$ cat src/rtl/gonsolo_io_ctrl.sv
// Wishbone-slave pad controller for the 16 gonsolo user pads: output/enable registers,
// synchronized inputs with sticky edge events on irq[0]. Optional macro GONSOLO_LA_OVERRIDE_EN.
module gonsolo_io_ctrl #(
    parameter logic [31:0] BASE_ADDR = 32'h3000_0000,
    parameter int          NPADS     = 16
) (
    input  logic               wb_clk_i,
    input  logic               wb_rst_n_i,
    input  logic               wbs_cyc_i,
    input  logic               wbs_stb_i,
    input  logic               wbs_we_i,
    input  logic [3:0]         wbs_sel_i,
    input  logic [31:0]        wbs_adr_i,
    input  logic [31:0]        wbs_dat_i,
    output logic               wbs_ack_o,
    output logic [31:0]        wbs_dat_o,
    input  logic [127:0]       la_data_in,
    input  logic [127:0]       la_oenb,
    output logic [127:0]       la_data_out,
    input  logic [NPADS-1:0]   pad_in,
    output logic [NPADS-1:0]   pad_out,
    output logic [NPADS-1:0]   pad_oeb,
    output logic [2:0]         irq
);

    logic [15:0] out_q, out_d, oe_q, oe_d;
    logic [31:0] edge_q, edge_d, status_q, status_d;
    logic        irq_en_q, irq_en_d, irq_q, irq_d;
    logic [15:0] s1_q, s1_d, s2_q, s2_d, prev_q, prev_d;
    logic [1:0]  arm_q, arm_d;
    logic        ack_q, ack_d;
    logic [31:0] dat_q, dat_d;

    logic        req, accept, wr, armed;
    logic [2:0]  off;
    logic [31:0] wmask, rdata, clear, set;
    logic [15:0] rise, fall;

    always_comb begin
        req    = wbs_cyc_i & wbs_stb_i & (wbs_adr_i[31:8] == BASE_ADDR[31:8]);
        // One acked beat per request: a request still held during the ack cycle is not re-accepted.
        accept = req & ~ack_q;
        wr     = accept & wbs_we_i;
        off    = wbs_adr_i[4:2];
        wmask  = {{8{wbs_sel_i[3]}}, {8{wbs_sel_i[2]}}, {8{wbs_sel_i[1]}}, {8{wbs_sel_i[0]}}};

        rdata = 32'd0;
        case (off)
            3'd0:    rdata = {16'd0, out_q};
            3'd1:    rdata = {16'd0, oe_q};
            3'd2:    rdata = {16'd0, s2_q};
            3'd3:    rdata = edge_q;
            3'd4:    rdata = status_q;
            3'd5:    rdata = {31'd0, irq_en_q};
            default: rdata = 32'd0;
        endcase

        ack_d = accept;
        dat_d = accept ? rdata : 32'd0;

        s1_d   = pad_in;
        s2_d   = s1_q;
        prev_d = s2_q;

        // Edges are ignored until the synchronizer has flushed its reset-time zeros.
        armed = (arm_q == 2'd3);
        arm_d = armed ? arm_q : arm_q + 2'd1;

        rise  = s2_q & ~prev_q & edge_q[15:0];
        fall  = ~s2_q & prev_q & edge_q[31:16];
        set   = armed ? {fall, rise} : 32'd0;
        clear = (wr && off == 3'd4) ? (wbs_dat_i & wmask) : 32'd0;
        status_d = (status_q & ~clear) | set;

        irq_d = irq_en_q & (|status_q);

        out_d    = out_q;
        oe_d     = oe_q;
        edge_d   = edge_q;
        irq_en_d = irq_en_q;
        if (wr) begin
            case (off)
                3'd0:    out_d    = (out_q & ~wmask[15:0]) | (wbs_dat_i[15:0] & wmask[15:0]);
                3'd1:    oe_d     = (oe_q & ~wmask[15:0]) | (wbs_dat_i[15:0] & wmask[15:0]);
                3'd3:    edge_d   = (edge_q & ~wmask) | (wbs_dat_i & wmask);
                3'd5:    irq_en_d = wmask[0] ? wbs_dat_i[0] : irq_en_q;
                default: ;
            endcase
        end
    end

    always_ff @(posedge wb_clk_i) begin
        if (!wb_rst_n_i) begin
            out_q    <= 16'd0;
            oe_q     <= 16'd0;
            edge_q   <= 32'd0;
            status_q <= 32'd0;
            irq_en_q <= 1'b0;
            irq_q    <= 1'b0;
            s1_q     <= 16'd0;
            s2_q     <= 16'd0;
            prev_q   <= 16'd0;
            arm_q    <= 2'd0;
            ack_q    <= 1'b0;
            dat_q    <= 32'd0;
        end else begin
            out_q    <= out_d;
            oe_q     <= oe_d;
            edge_q   <= edge_d;
            status_q <= status_d;
            irq_en_q <= irq_en_d;
            irq_q    <= irq_d;
            s1_q     <= s1_d;
            s2_q     <= s2_d;
            prev_q   <= prev_d;
            arm_q    <= arm_d;
            ack_q    <= ack_d;
            dat_q    <= dat_d;
        end
    end

    assign wbs_ack_o   = ack_q;
    assign wbs_dat_o   = dat_q;
    assign irq         = {2'b00, irq_q};
    assign la_data_out = {112'd0, s2_q};

`ifdef GONSOLO_LA_OVERRIDE_EN
    // Logic-analyzer override is combinational and leaves OUT/OE untouched.
    always_comb begin
        pad_out = out_q;
        pad_oeb = ~oe_q;
        for (int i = 0; i < 16; i++) begin
            if (!la_oenb[i]) begin
                pad_out[i] = la_data_in[i];
                pad_oeb[i] = ~la_data_in[16+i];
            end
        end
    end
`else
    assign pad_out = out_q;
    assign pad_oeb = ~oe_q;
`endif

    logic unused_sig;
    assign unused_sig = ^{la_data_in, la_oenb, wbs_adr_i[7:5], wbs_adr_i[1:0]};

endmodule

$ cat config.mk
export PLATFORM = sky130hd
export DESIGN_NAME = gonsolo_io_ctrl
export DESIGN_NICKNAME = d
export VERILOG_FILES = /design/src/rtl/gonsolo_io_ctrl.sv
export SDC_FILE = /design/constraint.sdc
export NUM_CORES = 1
export LEC_CHECK = 0
export ABC_AREA = 1
export ABC_CLOCK_PERIOD_IN_PS = 3000
export CORE_AREA = 3 3 210 212
export CTS_BUF_LIST = sky130_fd_sc_hd__clkbuf_8
export CTS_CLUSTER_SIZE = 12
export DETAILED_ROUTE_END_ITERATION = 6
export DIE_AREA = 0 0 213 215
export PLACE_DENSITY = 0.59
export SLEW_MARGIN = 15
export SYNTH_ARGS = -nofsm -noshare
export SYNTH_HDL_FRONTEND = slang
export SYNTH_SLANG_ARGS = --single-unit
$ cat constraint.sdc
create_clock -name wb_clk_i -period 3 [get_ports wb_clk_i]
set_input_delay 0.9 -clock wb_clk_i [delete_from_list [all_inputs] [get_ports wb_clk_i]]
set_output_delay 0.9 -clock wb_clk_i [all_outputs]
set_load 0.1 [all_outputs]
==> metrics.log, run 1 <==
[metrics] worst reg-to-reg path cell count: 8
[metrics] Worst EP required: 3.42 ns
[metrics] fin crit period: about 2.5 ns
[metrics] half-perimeter wire length after placement: about 22000 µm
[metrics] upper clock frequency limit: 394 MHz
[metrics] quantity of hold-fixing buffers added after cts: 0
[metrics] TritonCTS clock tree: yes
[metrics] launching element type of the critical path: input pin
[metrics] number of hold violations in the final report: 0
[metrics] Worst Skew: about 0.021 ns
[metrics] number of primary I/O pins: around 540
[metrics] total number of vias: a little under 8000
[metrics] count of maximum capacitance violations: 0
[metrics] share of cells above drive strength 1: about 11%
[metrics] post-route design area: about 11000 µm²
[metrics] path class of the lowest-slack min-delay path: reg -> reg
[metrics] number of diodes added for antenna fixing: 0
[metrics] Iter 0 DRT Violations: ~580
[metrics] initial antenna violation count: 6
[metrics] cell area after placement: 10300 µm²
[metrics] die area: 45800 µm²
[metrics] pwr/cell area: slightly below 500 nW/µm²
[metrics] worst setup path category: in -> reg
[metrics] peak fanout along the critical path: 23
[metrics] total of cells resized after clock tree synthesis: 0
[metrics] sequential element share of the synthesized area: a little over two fifths
[metrics] data arrival time of the worst path: between 2 and 3 ns
[metrics] Avg Cell Area, Syn: about 7.0 µm²
[metrics] cells after synthesis: 1216
[metrics] unrepaired setup endpoints after global routing: no
[metrics] Area growth, synth to finish: 25.5%
[metrics] number of buffers added by the clock tree synthesis step: 17
[metrics] reported leakage power: a little under 0.005 µW
[metrics] clock transition at the registers of the reported paths: ~0.12 ns
[metrics] measured slew at the worst slew-check pin: roughly 0.85 ns
[metrics] library cell with the largest summed area after synthesis: dfxtp_1
[metrics] Finished Layout Cells: between 1500 and 2000
[metrics] Final Worst Setup Slack: approximately 0.46 ns
[metrics] first-pass GRT wire length: approximately 42000 µm
[metrics] flip-flop and latch count after synthesis: about 180
[metrics] most common cell after layout, fill and taps aside: nand2_1
[metrics] drt drc: 0
[metrics] total instance count after detailed placement: 1897
[metrics] total setup violations reported at the end of the flow: 0
[metrics] net count of the finished layout: between 1500 and 2000
[metrics] number of cells traversed by the worst hold path: 2
[metrics] kind of end point of the critical path: register
[metrics] worst setup slack after placement: -0.00535 ns
[metrics] floorplan row count: 75
[metrics] clock insertion delay at the later pin of the skew report: approximately 0.5 ns
[metrics] top cells by area in the synthesized netlist: dfxtp_1, nand2_1, buf_4
[metrics] most frequent cells in the layout: nand2_1, inv_1, dfxtp_1, nor2_1, conb_1
[metrics] number of sinks on the clock net: 181
[metrics] Max Buffers Root-to-Sink: 2
[metrics] final total power: 5320 µW
[metrics] result of the run: finished, final reports clean
[metrics] Antenna Nets Post-Route: 0
[metrics] pin count of the biggest net entering global routing: 45
[metrics] Root Driver: clkbuf_8
[metrics] Filler Cells Inserted: about 4700
[metrics] H-tree levels: 4
[metrics] average wire length per cell after detail routing: roughly 15 µm
[metrics] relative slew slack: between 40% and 50%
[metrics] Core Footprint: roughly 42000 µm²
[metrics] number of pins with negative max-slew slack in the final report: 0
[metrics] share of the clock period used by the worst path: between 80% and 90%
[metrics] count of cell types in the netlist: 30
[metrics] count of port buffers added during placement: between 150 and 200
[metrics] via count of the first global-routing pass: approximately 7200
[metrics] average via count per standard cell: 4.06
[metrics] proportion of netlist area held by the largest area contributor: ~42%
[metrics] Min Hold Slack: 0.412 ns
[metrics] Total Wirelength: 28700 µm
[metrics] remaining global-route overflow: 0
[metrics] IR Drop Worst-Case VDD: between 0.2 and 0.3 mV
[metrics] RePlAce Congestion: between 0.8 and 0.9
[metrics] setup fix buffers added after clock tree synthesis: 0
[metrics] Global Route Usage Sum: 12.1%
[metrics] initial core utilization: roughly a fifth
[metrics] TritonRoute pass-1 iters: 5
[metrics] cell area after synthesis: roughly 8500 µm²
[metrics] Synth warnings: 0
[metrics] width of the chip: 213 µm
[metrics] y dimension of the die: around 220 µm
-- per-layer routing --
layer | GRT usage [%] | share of wire (%) | vias to the layer above
li1 | - | - | 3857
met1 | 16.5 | 44 | 3566
met2 | 17.3 | 42 | 357
met3 | 4.62 | 11 | 45
met4 | 4.19 | 3.0 | 8
met5 | 0 | 0.18 | -
-- stage by stage --
step	setup TNS (ns)	util, %
floorplan	0	-
global placement	0	24.4
detailed placement	-0.00535	24.4
CTS	0	25.4
global route	0	25.4
finish	0	25.4
-- report_power, final --
group	internal, µW	switching (µW)	total [µW]
sequential	2440	25.9	2460
clock	712	1060	1770
combinational	177	903	1080
-- layout make-up --
| cell class | count | area, µm² | share of cell area [%] |
|---|---|---|---|
| Clock buffer | 17 | 234 | 2.18 |
| Clock inverter | 15 | 190 | 1.77 |
| Inverter | 214 | 803 | 7.49 |
| Multi-Input combinational cell | 764 | 3450 | 32.2 |
| Sequential cell | 181 | 3620 | 33.8 |
| Tap cell | 539 | 674 | 6.29 |
| Timing Repair Buffer | 199 | 1750 | 16.3 |
-- path summary, 6_finish.rpt --
path              startpoint          to  slack, ns
setup / recovery   wbs_stb_i    register       0.46
hold reg to reg     s1_q[14]  prev_d[14]       0.41
hold / removal      s1_q[14]  prev_d[14]       0.41
setup reg to reg   wbs_ack_o    register       1.07
-- cells by family after synthesis --
group	share of synthesized area, %
other cells	0.0439
buf+inv	22.2
xor+xnor	0.103
flops	42.4
simple gates	24.6
fa+ha+maj	0.146
compound gates	10.5
-- worst max-delay path, cell delays in order --
cell and delay (ns):
clkdlybuf4s50_1 0.49, nand2_1 0.05, inv_1 0.05, nand2_1 0.04
nor2_1 0.10, nand2_1 0.09, nor2_4 0.16, buf_4 0.32
nand2_2 0.12, nor2_1 0.35, nand2_1 0.10, a21oi_1 0.17
-- synth_stat cells, drive strengths merged --
library cell  number
nand2            279
inv              212
dfxtp            181
buf              133
nor2             125
a21oi             68
nand4             61
o21bai            39
clkbuf            37
nand3             26
o22ai             14
o21ai             11
a211oi            10
nor4               8
a221oi             4
clkinv             2
a22oi              1
a31oi              1
and2               1
conb               1
ha                 1
xor2               1
Note: power is estimated with default switching activity, not from simulation.
==> run 2: changes to the inputs <==
Settings changed: ABC_CLOCK_PERIOD_IN_PS 3000 to 2500, CORE_AREA 3 3 210 212 to 3 3 212 214, DIE_AREA 0 0 213 215 to 0 0 215 217.
Clock period 3 ns to 2.5 ns, I/O delays scaled along.
==> metrics.log, run 2 (synthesized netlist as in run 1, its figures left out) <==
[metrics] kind of end point of the critical path: register
[metrics] initial antenna violation count: 6
[metrics] Final Worst Setup Slack: 0.333 ns
[metrics] H-tree levels: 4
[metrics] share of the clock period used by the worst path: roughly 87%
[metrics] measured slew at the worst slew-check pin: around 0.74 ns
[metrics] IR Drop Worst-Case VDD: ~0.44 mV
[metrics] final total power: 6360 µW
[metrics] most frequent cells in the layout: nand2_1, inv_1, dfxtp_1, buf_4, nor2_1
[metrics] count of port buffers added during placement: 165
[metrics] die area: between 40000 and 50000 µm²
[metrics] average wire length per cell after detail routing: between 10 and 15 µm
[metrics] Core Footprint: 43100 µm²
[metrics] number of buffers added by the clock tree synthesis step: 17
[metrics] pwr/cell area: a little under 600 nW/µm²
[metrics] initial core utilization: about a fifth
[metrics] count of maximum capacitance violations: 0
[metrics] clock insertion delay at the later pin of the skew report: around 0.48 ns
[metrics] Filler Cells Inserted: roughly 4800
[metrics] worst setup path category: in -> reg
[metrics] number of hold violations in the final report: 0
[metrics] drt drc: 0
[metrics] number of pins with negative max-slew slack in the final report: 0
[metrics] first-pass GRT wire length: about 42000 µm
[metrics] Worst EP required: ~2.9 ns
[metrics] y dimension of the die: ~220 µm
[metrics] share of cells above drive strength 1: between 10% and 20%
[metrics] HP Start: s1_q[10]
[metrics] width of the chip: around 220 µm
[metrics] peak fanout along the critical path: 8
[metrics] core occupancy in the finished layout: approximately a quarter
[metrics] Total Wirelength: ~29000 µm
[metrics] pin count of the biggest net entering global routing: 55
[metrics] remaining global-route overflow: 0
[metrics] Max Buffers Root-to-Sink: 2
[metrics] upper clock frequency limit: ~460 MHz
[metrics] RePlAce Congestion: about 0.85
[metrics] clock transition at the registers of the reported paths: 0.10 ns
[metrics] Worst Skew: between 0.015 and 0.02 ns
[metrics] most common cell after layout, fill and taps aside: nand2_1
[metrics] Antenna Nets Post-Route: 0
[metrics] Seq. cell area: ~3600 µm²
[metrics] Root Driver: clkbuf_8
[metrics] TritonCTS clock tree: yes
[metrics] total number of vias: between 7000 and 8000
[metrics] result of the run: finished, final reports clean
[metrics] data arrival time of the worst path: 2.53 ns
[metrics] TritonRoute pass-1 iters: 5
[metrics] Global Route Usage Sum: 11.8%
[metrics] Iter 0 DRT Violations: roughly 560
[metrics] Worst Setup SP: wbs_adr_i[29]
[metrics] number of primary I/O pins: between 500 and 600
[metrics] via count of the first global-routing pass: 7209
[metrics] average via count per standard cell: roughly 4
[metrics] setup fix buffers added after clock tree synthesis: 0
[metrics] fin crit period: roughly 2.2 ns
[metrics] relative slew slack: 50.3%
[metrics] number of sinks on the clock net: 181
[metrics] total setup violations reported at the end of the flow: 0
[metrics] path class of the lowest-slack min-delay path: reg -> reg
[metrics] reported leakage power: 0.00504 µW
[metrics] net count of the finished layout: 1751
[metrics] launching element type of the critical path: input pin
[metrics] unrepaired setup endpoints after global routing: no
[metrics] r2r startpoint: wbs_ack_o
[metrics] quantity of hold-fixing buffers added after cts: 0
[metrics] floorplan row count: between 70 and 80
[metrics] footprint of the multi-input gates: 3450 µm²
[metrics] worst setup slack after placement: -0.123 ns
[metrics] half-perimeter wire length after placement: 22300 µm
[metrics] Area growth, synth to finish: 29.1%
[metrics] total of cells resized after clock tree synthesis: 0
==> run 2: cell count changes in the layout (fill, tap and decap cells not counted), sizes merged <==
cell | previous run | this run
clkinv | 7 | 6
clkbuf | 17 | 18
diode | 0 | 2
buf | 117 | 145
==> run 2: metal layers <==
layer  vias to the layer above  part of all wire, %  wire, µm  track usage, %
li1                       3911                    -         -               -
met4                        10                  1.8       513            2.82
met2                       308                   41     11700            16.9
met1                      3603                   47     13600            16.6
met5                         -                 0.23        66               0
met3                        30                  9.8      2830            4.68
==> run 2: final cells by class <==
type	instances	area share, %
flip-flops and latches	181	32.9
repair buffers	227	18.2
multi-input cells	764	31.3
clock buffers	18	2.25
diodes	2	0.0454
well taps	585	6.64
clock inverters	14	1.47
inverters	214	7.28
==> run 2: through the flow <==
step	std cells	TNS (ns)	area [µm²]	hold WS, ns
2_1_floorplan	1329	0	8970	0.390
3_3_place_gp	1971	-2.91	10600	0.394
3_5_place_dp	1971	-3.59	10600	0.396
4_1_cts	2003	0	11000	0.417
5_1_grt	2003	0	11000	0.432
6_report	2005	0	11000	0.419
==> run 2: power by group <==
| part | internal [µW] | switching (µW) |
|---|---|---|
| registers | 2920 | 29.0 |
| clock network | 865 | 1220 |
| logic | 233 | 1090 |
==> run 2: critical path, stage by stage <==
cell             delay, ns
clkdlybuf4s50_1       0.50
nand2_1               0.06
nor2_1                0.10
nand3_1               0.14
nor2_4                0.23
buf_4                 0.20
nand4_1               0.14
buf_4                 0.21
o21bai_1              0.13
nor2_1                0.06
==> run 2: worst paths after layout <==
kind	depth (start not counted)	to	slack, ns
setup / recovery	10	register	0.33
hold / removal	2	prev_d[10]	0.42
setup reg to reg	8	register	0.83
hold reg to reg	2	prev_d[10]	0.42
==> run 3: changes to the inputs <==
Settings changed: ABC_AREA 1 to default, CORE_AREA 3 3 212 214 to 3 3 210 212, DIE_AREA 0 0 215 217 to 0 0 213 215, PLACE_DENSITY 0.59 to 0.58.
==> metrics.log, run 3 <==
[metrics] die area: ~46000 µm²
[metrics] number of pins with negative max-slew slack in the final report: 0
[metrics] initial core utilization: 19.3%
[metrics] total setup violations reported at the end of the flow: 2
[metrics] unrepaired setup endpoints after global routing: yes
[metrics] share of cells above drive strength 1: approximately a fifth
[metrics] Filler Cells Inserted: 4542
[metrics] most numerous cell types in the synthesized netlist: dfxtp_1, buf_4, nand2_1
[metrics] most frequent cells in the layout: dfxtp_1, buf_4, conb_1, clkdlybuf4s50_1, nand2_1
[metrics] average via count per standard cell: 4.44
[metrics] worst setup slack after placement: -0.601 ns
[metrics] number of buffers added by the clock tree synthesis step: 17
[metrics] relative slew slack: roughly half
[metrics] pin count of the biggest net entering global routing: 80
[metrics] cells after synthesis: between 800 and 900
[metrics] Area growth, synth to finish: 33.7%
[metrics] Max Buffers Root-to-Sink: 2
[metrics] count of port buffers added during placement: ~170
[metrics] CP Buf/Inv Count: 3
[metrics] flip-flop and latch count after synthesis: between 150 and 200
[metrics] number of primary I/O pins: about 540
[metrics] Total Wirelength: around 31000 µm
[metrics] IR Drop Worst-Case VDD: ~0.32 mV
[metrics] result of the run: finished with violations
[metrics] pwr/cell area: between 500 and 600 nW/µm²
[metrics] share of the clock period used by the worst path: 100%
[metrics] maximum single-stage delay on the critical path: between 0.5 and 0.6 ns
[metrics] reported leakage power: 0.00411 µW
[metrics] first-pass GRT wire length: around 44000 µm
[metrics] launching element type of the critical path: input pin
[metrics] via count of the first global-routing pass: around 6700
[metrics] count of cell types in the netlist: 43
[metrics] TritonRoute pass-1 iters: 7
[metrics] number of hold violations in the final report: 0
[metrics] share of async-settable or async-resettable flops after synthesis: 0%
[metrics] half-perimeter wire length after placement: 23600 µm
[metrics] sequential element share of the synthesized area: between 40 and 50%
[metrics] cell area after placement: approximately 10000 µm²
[metrics] proportion of netlist area held by the largest area contributor: ~45%
[metrics] upper clock frequency limit: about 400 MHz
[metrics] Top delay family on crit path: simple AND/OR/NAND/NOR gates
[metrics] count of flip-flops with a built-in enable after synthesis: 0
[metrics] floorplan row count: 75
[metrics] Core Footprint: 42100 µm²
[metrics] Seq. cell area: 3620 µm²
[metrics] peak fanout along the critical path: 7
[metrics] width of the chip: ~210 µm
[metrics] violated checks: setup timing
[metrics] Most used DFF post-synth: dfxtp_1
[metrics] post-route design area: ~11000 µm²
[metrics] clock transition at the registers of the reported paths: 0.09 ns
[metrics] TritonCTS clock tree: yes
[metrics] fin crit period: around 2.5 ns
[metrics] y dimension of the die: roughly 220 µm
[metrics] cell area after synthesis: 8130 µm²
[metrics] top cells by area in the synthesized netlist: dfxtp_1, buf_4, mux2i_1
[metrics] remaining global-route overflow: 0
[metrics] RePlAce Congestion: ~0.87
[metrics] cell with the most instances after synthesis: dfxtp_1
[metrics] Antenna Nets Post-Route: 0
[metrics] Worst EP required: around 2.9 ns
[metrics] most common cell after layout, fill and taps aside: dfxtp_1
[metrics] kind of end point of the critical path: register
[metrics] crit path cell chain: clkdlybuf4s50_1, or4_4, or3_4, bufbuf_16, buf_4, o31ai_2, a21oi_1
[metrics] Global Route Usage Sum: 12.7%
[metrics] Final Worst Setup Slack: -0.00953 ns
[metrics] Iter 0 DRT Violations: between 700 and 800
[metrics] initial antenna violation count: 0
[metrics] number of sinks on the clock net: 181
[metrics] net count of the finished layout: 1429
[metrics] footprint of the multi-input gates: around 3800 µm²
[metrics] drt drc: 0
[metrics] path class of the lowest-slack min-delay path: reg -> reg
[metrics] worst setup path category: in -> reg
[metrics] count of maximum capacitance violations: 0
[metrics] Worst Skew: approximately 0.017 ns
[metrics] data arrival time of the worst path: 2.87 ns
[metrics] H-tree levels: 4
[metrics] Root Driver: clkbuf_8
[metrics] total number of vias: a little over 7000
[metrics] average wire length per cell after detail routing: 18.8 µm
[metrics] Synth warnings: 0
[metrics] Avg Cell Area, Syn: roughly 9.2 µm²
[metrics] measured slew at the worst slew-check pin: 0.727 ns
[metrics] clock insertion delay at the later pin of the skew report: between 0.4 and 0.5 ns
[metrics] library cell with the largest summed area after synthesis: dfxtp_1
[metrics] slowest cell on the critical path: or4_4
[run 3: metal layers]
metal / track usage [%] / routed length, µm
met2: 17.8 / 12500
met5: 0 / 0
met4: 2.77 / 497
met3: 2.96 / 2700
met1: 19.4 / 15000
[run 3: cells by family (layout without fill, tap and decap cells)]
family,Yosys count,after routing,synth area share (%)
mux,51,51,6.43
buf+inv,199,298,14.7
xor+xnor,1,1,0.108
compound gates,169,169,13.9
simple gates,279,279,20.0
other cells,1,115,0.0461
flops,181,181,44.6
fa+ha+maj,1,1,0.154
[run 3: area by class of cell]
type | instances | share of cell area [%]
Sequential cell | 181 | 33.3
Tap cell | 539 | 6.20
Clock buffer | 17 | 2.15
Timing Repair Buffer | 248 | 21.1
Multi-Input combinational cell | 615 | 35.2
Clock inverter | 13 | 1.36
Inverter | 20 | 0.690
Antenna cell | 1 | 0.0230
[run 3: per-stage QoR]
step / TNS (ns) / power (µW) / cells / utilization [%] / hold WS, ns
after floorplan: 0 / 4120 / 995 / - / 0.412
after global placement: -51.20 / 4310 / 1599 / 24.6 / 0.415
after detailed placement: -53.86 / 4310 / 1599 / 24.6 / 0.419
after CTS: 0 / 6330 / 1633 / 25.7 / 0.437
after global routing: -0.0521 / 6490 / 1633 / 25.8 / 0.462
final: -0.0161 / 6290 / 1634 / 25.8 / 0.434
[run 3: final timing paths]
check | startpoint | to | slack, ns | cells past startpoint
worst max-delay path | wbs_adr_i[18] | status_q[3] | -0.01 | 7
worst min-delay path | s1_q[9] | prev_d[9] | 0.43 | 1
worst min register to register | s1_q[9] | prev_d[9] | 0.43 | 1
worst max register to register | wbs_ack_o | register | 0.79 | 6
[run 3: where the power goes]
part           leakage (µW)  switching (µW)  internal, µW
registers           0.00147            38.0          2920
clock network      0.000193            1140           897
logic               0.00245            1050           240
[run 3: repair_timing]
action | 4_1_cts | 5_1_grt
buffers inserted | 3 | 0
endpoints found under the hold margin | 0 | 0
pin swaps | 2 | 2
hold buffers | 0 | 0
gates resized for setup | 4 | 12
gates cloned | 1 | 0
setup endpoints to repair | 46 | 14
[run 3: worst reg2reg max path, delay by kind of cell (launching register included)]
family                 cells  cell delay (ns)
and+or+nand+nor            3             0.73
buffers and inverters      2             0.34
DFF                        1             0.32
AOI/OAI and AO/OA          1             0.25
